File: src/rtl/mul_arb.sv
// mul_arb: two-requester round-robin arbiter in front of a shared radix-2
// shift-add multiplier (UMULO 16x16 low half, UMULC 8x8 unsigned, SMUL 8x8 signed).
// Latency: grant in cycle T, N CALC cycles (16/8/8/1 by op), DONE with result at T+N+1.
// Backpressure: requests are held until granted; grants only while IDLE, so a
//   waiting requester sees no grant until the unit returns to IDLE. stall = req0 & ~done0.
// Ports: clk, rst (sync, active-high); req0/op0/a0/b0, req1/op1/a1/b1 requests;
//   gnt0/gnt1 and done0/done1 one-cycle pulses; result (held between DONEs);
//   busy (CALC or DONE); stall.
// Build option: define MUL_EARLY_TERM_EN to end CALC once the remaining multiplier
//   bits are all zero (at least 1 cycle, never more than N). Results are unchanged.
module mul_arb (
    input  logic        clk,
    input  logic        rst,
    input  logic        req0,
    input  logic [1:0]  op0,
    input  logic [15:0] a0,
    input  logic [15:0] b0,
    input  logic        req1,
    input  logic [1:0]  op1,
    input  logic [15:0] a1,
    input  logic [15:0] b1,
    output logic        gnt0,
    output logic        gnt1,
    output logic        done0,
    output logic        done1,
    output logic [15:0] result,
    output logic        busy,
    output logic        stall
);

`ifdef MUL_EARLY_TERM_EN
    localparam bit EARLY_TERM = 1'b1;
`else
    localparam bit EARLY_TERM = 1'b0;
`endif

    localparam logic [1:0] OP_UMULO = 2'b00;
    localparam logic [1:0] OP_UMULC = 2'b01;
    localparam logic [1:0] OP_SMUL  = 2'b10;

    typedef enum logic [1:0] {IDLE, CALC, DONE} state_t;

    state_t      state;
    logic        last_id;   // requester granted most recently
    logic        id_q;      // requester owning the current operation
    logic        neg_q;     // SMUL: negate the magnitude product at the end
    logic [4:0]  cnt;       // remaining CALC cycles minus one
    logic [15:0] acc;
    logic [15:0] mcand;
    logic [15:0] mplier;

    // Grant must be seen in the same cycle the request is presented, so the
    // arbitration decision is combinational off the registered state.
    logic idle_ok;
    always_comb begin
        idle_ok = (state == IDLE) && !rst;
        gnt0    = idle_ok && req0 && (!req1 || last_id);
        gnt1    = idle_ok && req1 && (!req0 || !last_id);
        done0   = (state == DONE) && !id_q && !rst;
        done1   = (state == DONE) &&  id_q && !rst;
        busy    = (state != IDLE) && !rst;
        stall   = req0 && !done0;
    end

    // Operand preparation for the winning requester.
    logic [1:0]  op_s;
    logic [15:0] a_s;
    logic [15:0] b_s;
    logic [7:0]  mag_a;
    logic [7:0]  mag_b;
    logic [15:0] ld_mcand;
    logic [15:0] ld_mplier;
    logic [4:0]  ld_cnt;
    logic        ld_neg;

    always_comb begin
        op_s  = gnt1 ? op1 : op0;
        a_s   = gnt1 ? a1  : a0;
        b_s   = gnt1 ? b1  : b0;
        // Two's-complement magnitude; -128 maps to 8'h80, which is still correct unsigned.
        mag_a = a_s[7] ? (8'd0 - a_s[7:0]) : a_s[7:0];
        mag_b = b_s[7] ? (8'd0 - b_s[7:0]) : b_s[7:0];
        ld_mcand  = 16'h0000;
        ld_mplier = 16'h0000;
        ld_cnt    = 5'd0;
        ld_neg    = 1'b0;
        case (op_s)
            OP_UMULO: begin
                ld_mcand  = a_s;
                ld_mplier = b_s;
                ld_cnt    = 5'd15;
            end
            OP_UMULC: begin
                ld_mcand  = {8'h00, a_s[7:0]};
                ld_mplier = {8'h00, b_s[7:0]};
                ld_cnt    = 5'd7;
            end
            OP_SMUL: begin
                ld_mcand  = {8'h00, mag_a};
                ld_mplier = {8'h00, mag_b};
                ld_cnt    = 5'd7;
                ld_neg    = a_s[7] ^ b_s[7];
            end
            default: begin
                // Reserved op: zero operands give a zero result after one cycle.
                ld_mcand  = 16'h0000;
                ld_mplier = 16'h0000;
                ld_cnt    = 5'd0;
            end
        endcase
    end

    // One shift-add step per CALC cycle.
    logic [15:0] acc_nxt;
    logic [15:0] mplier_nxt;
    logic [15:0] prod;
    logic        finish;

    always_comb begin
        acc_nxt    = acc + (mplier[0] ? mcand : 16'h0000);
        mplier_nxt = {1'b0, mplier[15:1]};
        prod       = neg_q ? (16'h0000 - acc_nxt) : acc_nxt;
        finish     = (cnt == 5'd0) || (EARLY_TERM && (mplier_nxt == 16'h0000));
    end

    always_ff @(posedge clk) begin
        if (rst) begin
            state   <= IDLE;
            last_id <= 1'b1;   // requester 0 wins the first contention
            id_q    <= 1'b0;
            neg_q   <= 1'b0;
            cnt     <= 5'd0;
            acc     <= 16'h0000;
            mcand   <= 16'h0000;
            mplier  <= 16'h0000;
            result  <= 16'h0000;
        end else begin
            case (state)
                IDLE: begin
                    if (gnt0 || gnt1) begin
                        state   <= CALC;
                        id_q    <= gnt1;
                        last_id <= gnt1;
                        neg_q   <= ld_neg;
                        cnt     <= ld_cnt;
                        acc     <= 16'h0000;
                        mcand   <= ld_mcand;
                        mplier  <= ld_mplier;
                    end
                end
                CALC: begin
                    acc    <= acc_nxt;
                    mcand  <= {mcand[14:0], 1'b0};
                    mplier <= mplier_nxt;
                    cnt    <= cnt - 5'd1;
                    if (finish) begin
                        state  <= DONE;
                        result <= prod;
                    end
                end
                DONE: begin
                    state <= IDLE;
                end
                default: begin
                    state <= IDLE;
                end
            endcase
        end
    end

endmodule

File: config.mk
export PLATFORM = sky130hd
export DESIGN_NAME = mul_arb
export DESIGN_NICKNAME = d
export VERILOG_FILES = /design/src/rtl/mul_arb.sv
export SDC_FILE = /design/constraint.sdc
export NUM_CORES = 1
export LEC_CHECK = 0
export BUFFER_PORTS_ARGS = -buffer_cell sky130_fd_sc_hd__buf_2
export CORE_MARGIN = 2
export CORE_UTILIZATION = 60
export CTS_CLUSTER_SIZE = 28
export DETAILED_ROUTE_END_ITERATION = 10
export HOLD_SLACK_MARGIN = 0.08
export PLACE_DENSITY = 0.95
export SLEW_MARGIN = 40
export SYNTH_ARGS = -nofsm -noshare
export SYNTH_HDL_FRONTEND = slang
export SYNTH_SLANG_ARGS = --single-unit
File: constraint.sdc
create_clock -name clk -period 7.2 [get_ports clk]
set_input_delay 0.72 -clock clk [delete_from_list [all_inputs] [get_ports clk]]
set_output_delay 0.72 -clock clk [all_outputs]
set_load 0.03 [all_outputs]
==> impl_metrics.env <==
export IMPL_ys_seq_elements=74
export IMPL_final_cells=801
export IMPL_syn_nets=709
export IMPL_grt_overflow=0
export IMPL_port_buffers=93
export IMPL_crit_path_max_fanout=63
export IMPL_rr_startpoint="mplier[0]"
export IMPL_crit_type="in -> reg"
export IMPL_fill_cells=626
export IMPL_area_growth_pct=15.6
export IMPL_critPathCaptureType="flop"
export IMPL_first_pass_iters=4
export IMPL_required_ns=7.43
export IMPL_drtIter0Drc=256
export IMPL_clk_pin_slew_worst_paths_ns=0.09
export IMPL_power_mw=1.06
export IMPL_antennaDiodeCount=0
export IMPL_crit_chain="buf_2 > buf_4 > nor3_1 > nand3_4 > inv_1 > buf_4 > mux2i_1 > nor2_1 > o21ai_0 > xor2_1 > a222oi_1 > nor2_1"
export IMPL_dieArea_sq_um=8760
export IMPL_crit_buf_inv=4
export IMPL_final_nets=787
export IMPL_fp_dieW_microns=93.6
export IMPL_synth_warnings=0
export IMPL_reg2reg_slack_ns=3.56
export IMPL_grt_pass1_vias=4809
export IMPL_root_buffer="clkbuf_8"
export IMPL_wl_per_cell_microns=15.8
export IMPL_setup_violations=0
export IMPL_tns_ns=0
export IMPL_maxSlewHeadroom=0.478
export IMPL_ys_top_cells_by_area="dfxtp_1, nand2_1, ha_1"
export IMPL_cts_sinks=74
export IMPL_post_cts_buffers=0
export IMPL_ant_nets=0
export IMPL_cts_buffers=9
export IMPL_initial_utilization=0.620
export IMPL_timing_final_crit_share=0.528
export IMPL_cp_top_family="simple AND/OR/NAND/NOR gates"
export IMPL_boundaryPins=94
export IMPL_drc=0
export IMPL_critPathCapture="mplier[6]"
export IMPL_synthesis_area_sq_um=4820
export IMPL_die_h_microns=93.6
export IMPL_synth_edff_count=0
export IMPL_critical_path_cell_count=12
export IMPL_antenna_found_initial=0
export IMPL_worstSetupStartpointType="input port"
export IMPL_cap_violations=0
export IMPL_vias=5034
export IMPL_placedCellCount=785
export IMPL_track_usage=0.296
export IMPL_status="completed"
export IMPL_cp_data_arrival_time_ns=4.04
export IMPL_wirelength_microns=12600
export IMPL_ir_drop_mv=0.113
export IMPL_syn_inst=616
export IMPL_power_density_nw_per_um2=190
export IMPL_synth_top_cell_area_share=0.307
export IMPL_min_path_type="reg -> reg"
export IMPL_synth_most_common_cell="nand2_1"
export IMPL_drive_gt1_frac=0.189
export IMPL_min_period_ns=3.80
export IMPL_rows=32
export IMPL_htree_levels=3
export IMPL_r2r_cells=11
export IMPL_cts_resized=0
export IMPL_clock_skew_ns=0.0122
export IMPL_synth_top_area_cell="dfxtp_1"
export IMPL_leakage_nw=2.54
export IMPL_viasPerCell=6.28
export IMPL_r2r_end="result[15]"
export IMPL_cp_startpoint="rst"
export IMPL_gp_congestion=0.897
export IMPL_slowest_delay_ns=0.51
export IMPL_avgSynthCellArea_sq_um=7.82
export IMPL_synth_ff_type="dfxtp_1"
export IMPL_core_area_sq_um=7770
export IMPL_synthArstFlopShare=0
export IMPL_cts_buffer_depth=2
export IMPL_cts_tree="done"
export IMPL_rsz0062_at_grt="no"
export IMPL_max_freq_mhz=263
export IMPL_fin_util=0.717
export IMPL_hold_viol=0
export IMPL_grt_pass1_wl_microns=21200
export IMPL_grt_max_degree=64
export IMPL_dp_hpwl_microns=9160
export IMPL_clock_latency_ns=0.36
export IMPL_critPathSlowestCell="nand3_4"
export IMPL_ys_seq_area_frac=0.307
export IMPL_ctsHoldBuffers=0
export IMPL_yosysUniqueCellTypes=61
export IMPL_worst_pin_slew_ns=0.762
export IMPL_final_max_slew_viol_count=0
export IMPL_ys_top_cells_by_count="nand2_1, dfxtp_1, nor2_1, a21oi_1"
## registers in the layout (all words and copies together) (netlist names)
register / cells
state: 2
id_q: 1
acc: 16
result: 16
cnt: 5
last_id: 1
mcand: 16
mplier: 16
neg_q: 1
## cell families (layout without fill, tap and decap cells)
| group | Yosys count | in the layout | synth area share |
|---|---|---|---|
| simple gates | 259 | 259 | 0.261 |
| flops | 74 | 74 | 0.307 |
| xor+xnor | 31 | 31 | 0.0563 |
| compound gates | 171 | 171 | 0.247 |
| fa+ha+maj | 21 | 21 | 0.0561 |
| buf+inv | 41 | 124 | 0.0330 |
| mux | 19 | 19 | 0.0395 |
## worst min path at each step
stage,end,cells past startpoint,start
after CTS,result[7],2,result[7]
after detailed placement,result[7],2,result[7]
after floorplan,acc[0],2,acc[0]
final,result[7],2,result[7]
after global routing,result[7],2,result[7]
after global placement,result[7],2,result[7]
## per-stage QoR
step / setup slack (ns) / area (sq um) / hold WS (ns)
floorplan: 4.09 / 4820 / 0.432
global placement: 2.84 / 5330 / 0.438
detailed placement: 2.87 / 5340 / 0.450
CTS: 3.22 / 5570 / 0.461
global route: 3.03 / 5570 / 0.492
finish: 3.40 / 5570 / 0.456
## tightest hold or removal path: cells and delay by family (launching register included)
family             cells  cell delay (ns)
and+or+nand+nor        1             0.05
DFF                    1             0.31
AOI/OAI and AO/OA      1             0.05
## layer usage
layer / vias up / global-route usage / share of wire
met2: 245 / 0.520 / 0.49
met1: 2338 / 0.353 / 0.41
met5: - / 0 / 0
met4: 0 / 0.120 / 0.024
li1: 2417 / - / -
met3: 34 / 0.0548 / 0.069
## where the power goes
| part | switching [mW] | total (mW) | internal [mW] |
|---|---|---|---|
| Clock | 0.169 | 0.367 | 0.198 |
| Sequential | 0.0200 | 0.455 | 0.435 |
| Combinational | 0.150 | 0.234 | 0.0841 |
## layout make-up
cell class	instances	area (sq um)	area share
Clock inverter	7	98.8	0.0177
Clock buffer	9	124	0.0222
Multi-Input combinational cell	501	3190	0.573
Inverter	9	33.8	0.00606
Tap cell	102	128	0.0229
Timing Repair Buffer	99	510	0.0916
Sequential cell	74	1480	0.266
## placed cells by master (no fill, tap or decap), types with 9 or more instances in the layout
cell type,instances
a211oi_1,14
nor2_1,61
nand3_1,19
inv_1,9
and2_1,16
a22o_1,9
buf_2,93
nand2_1,77
nand2b_1,9
xor2_1,16
a31oi_1,11
clkbuf_8,9
dfxtp_1,74
a221oi_1,16
ha_1,20
nor3_1,32
xnor2_1,15
mux2i_1,18
o21ai_0,32
a21o_1,11
a21oi_1,38
(Power assumes the default switching activity.)
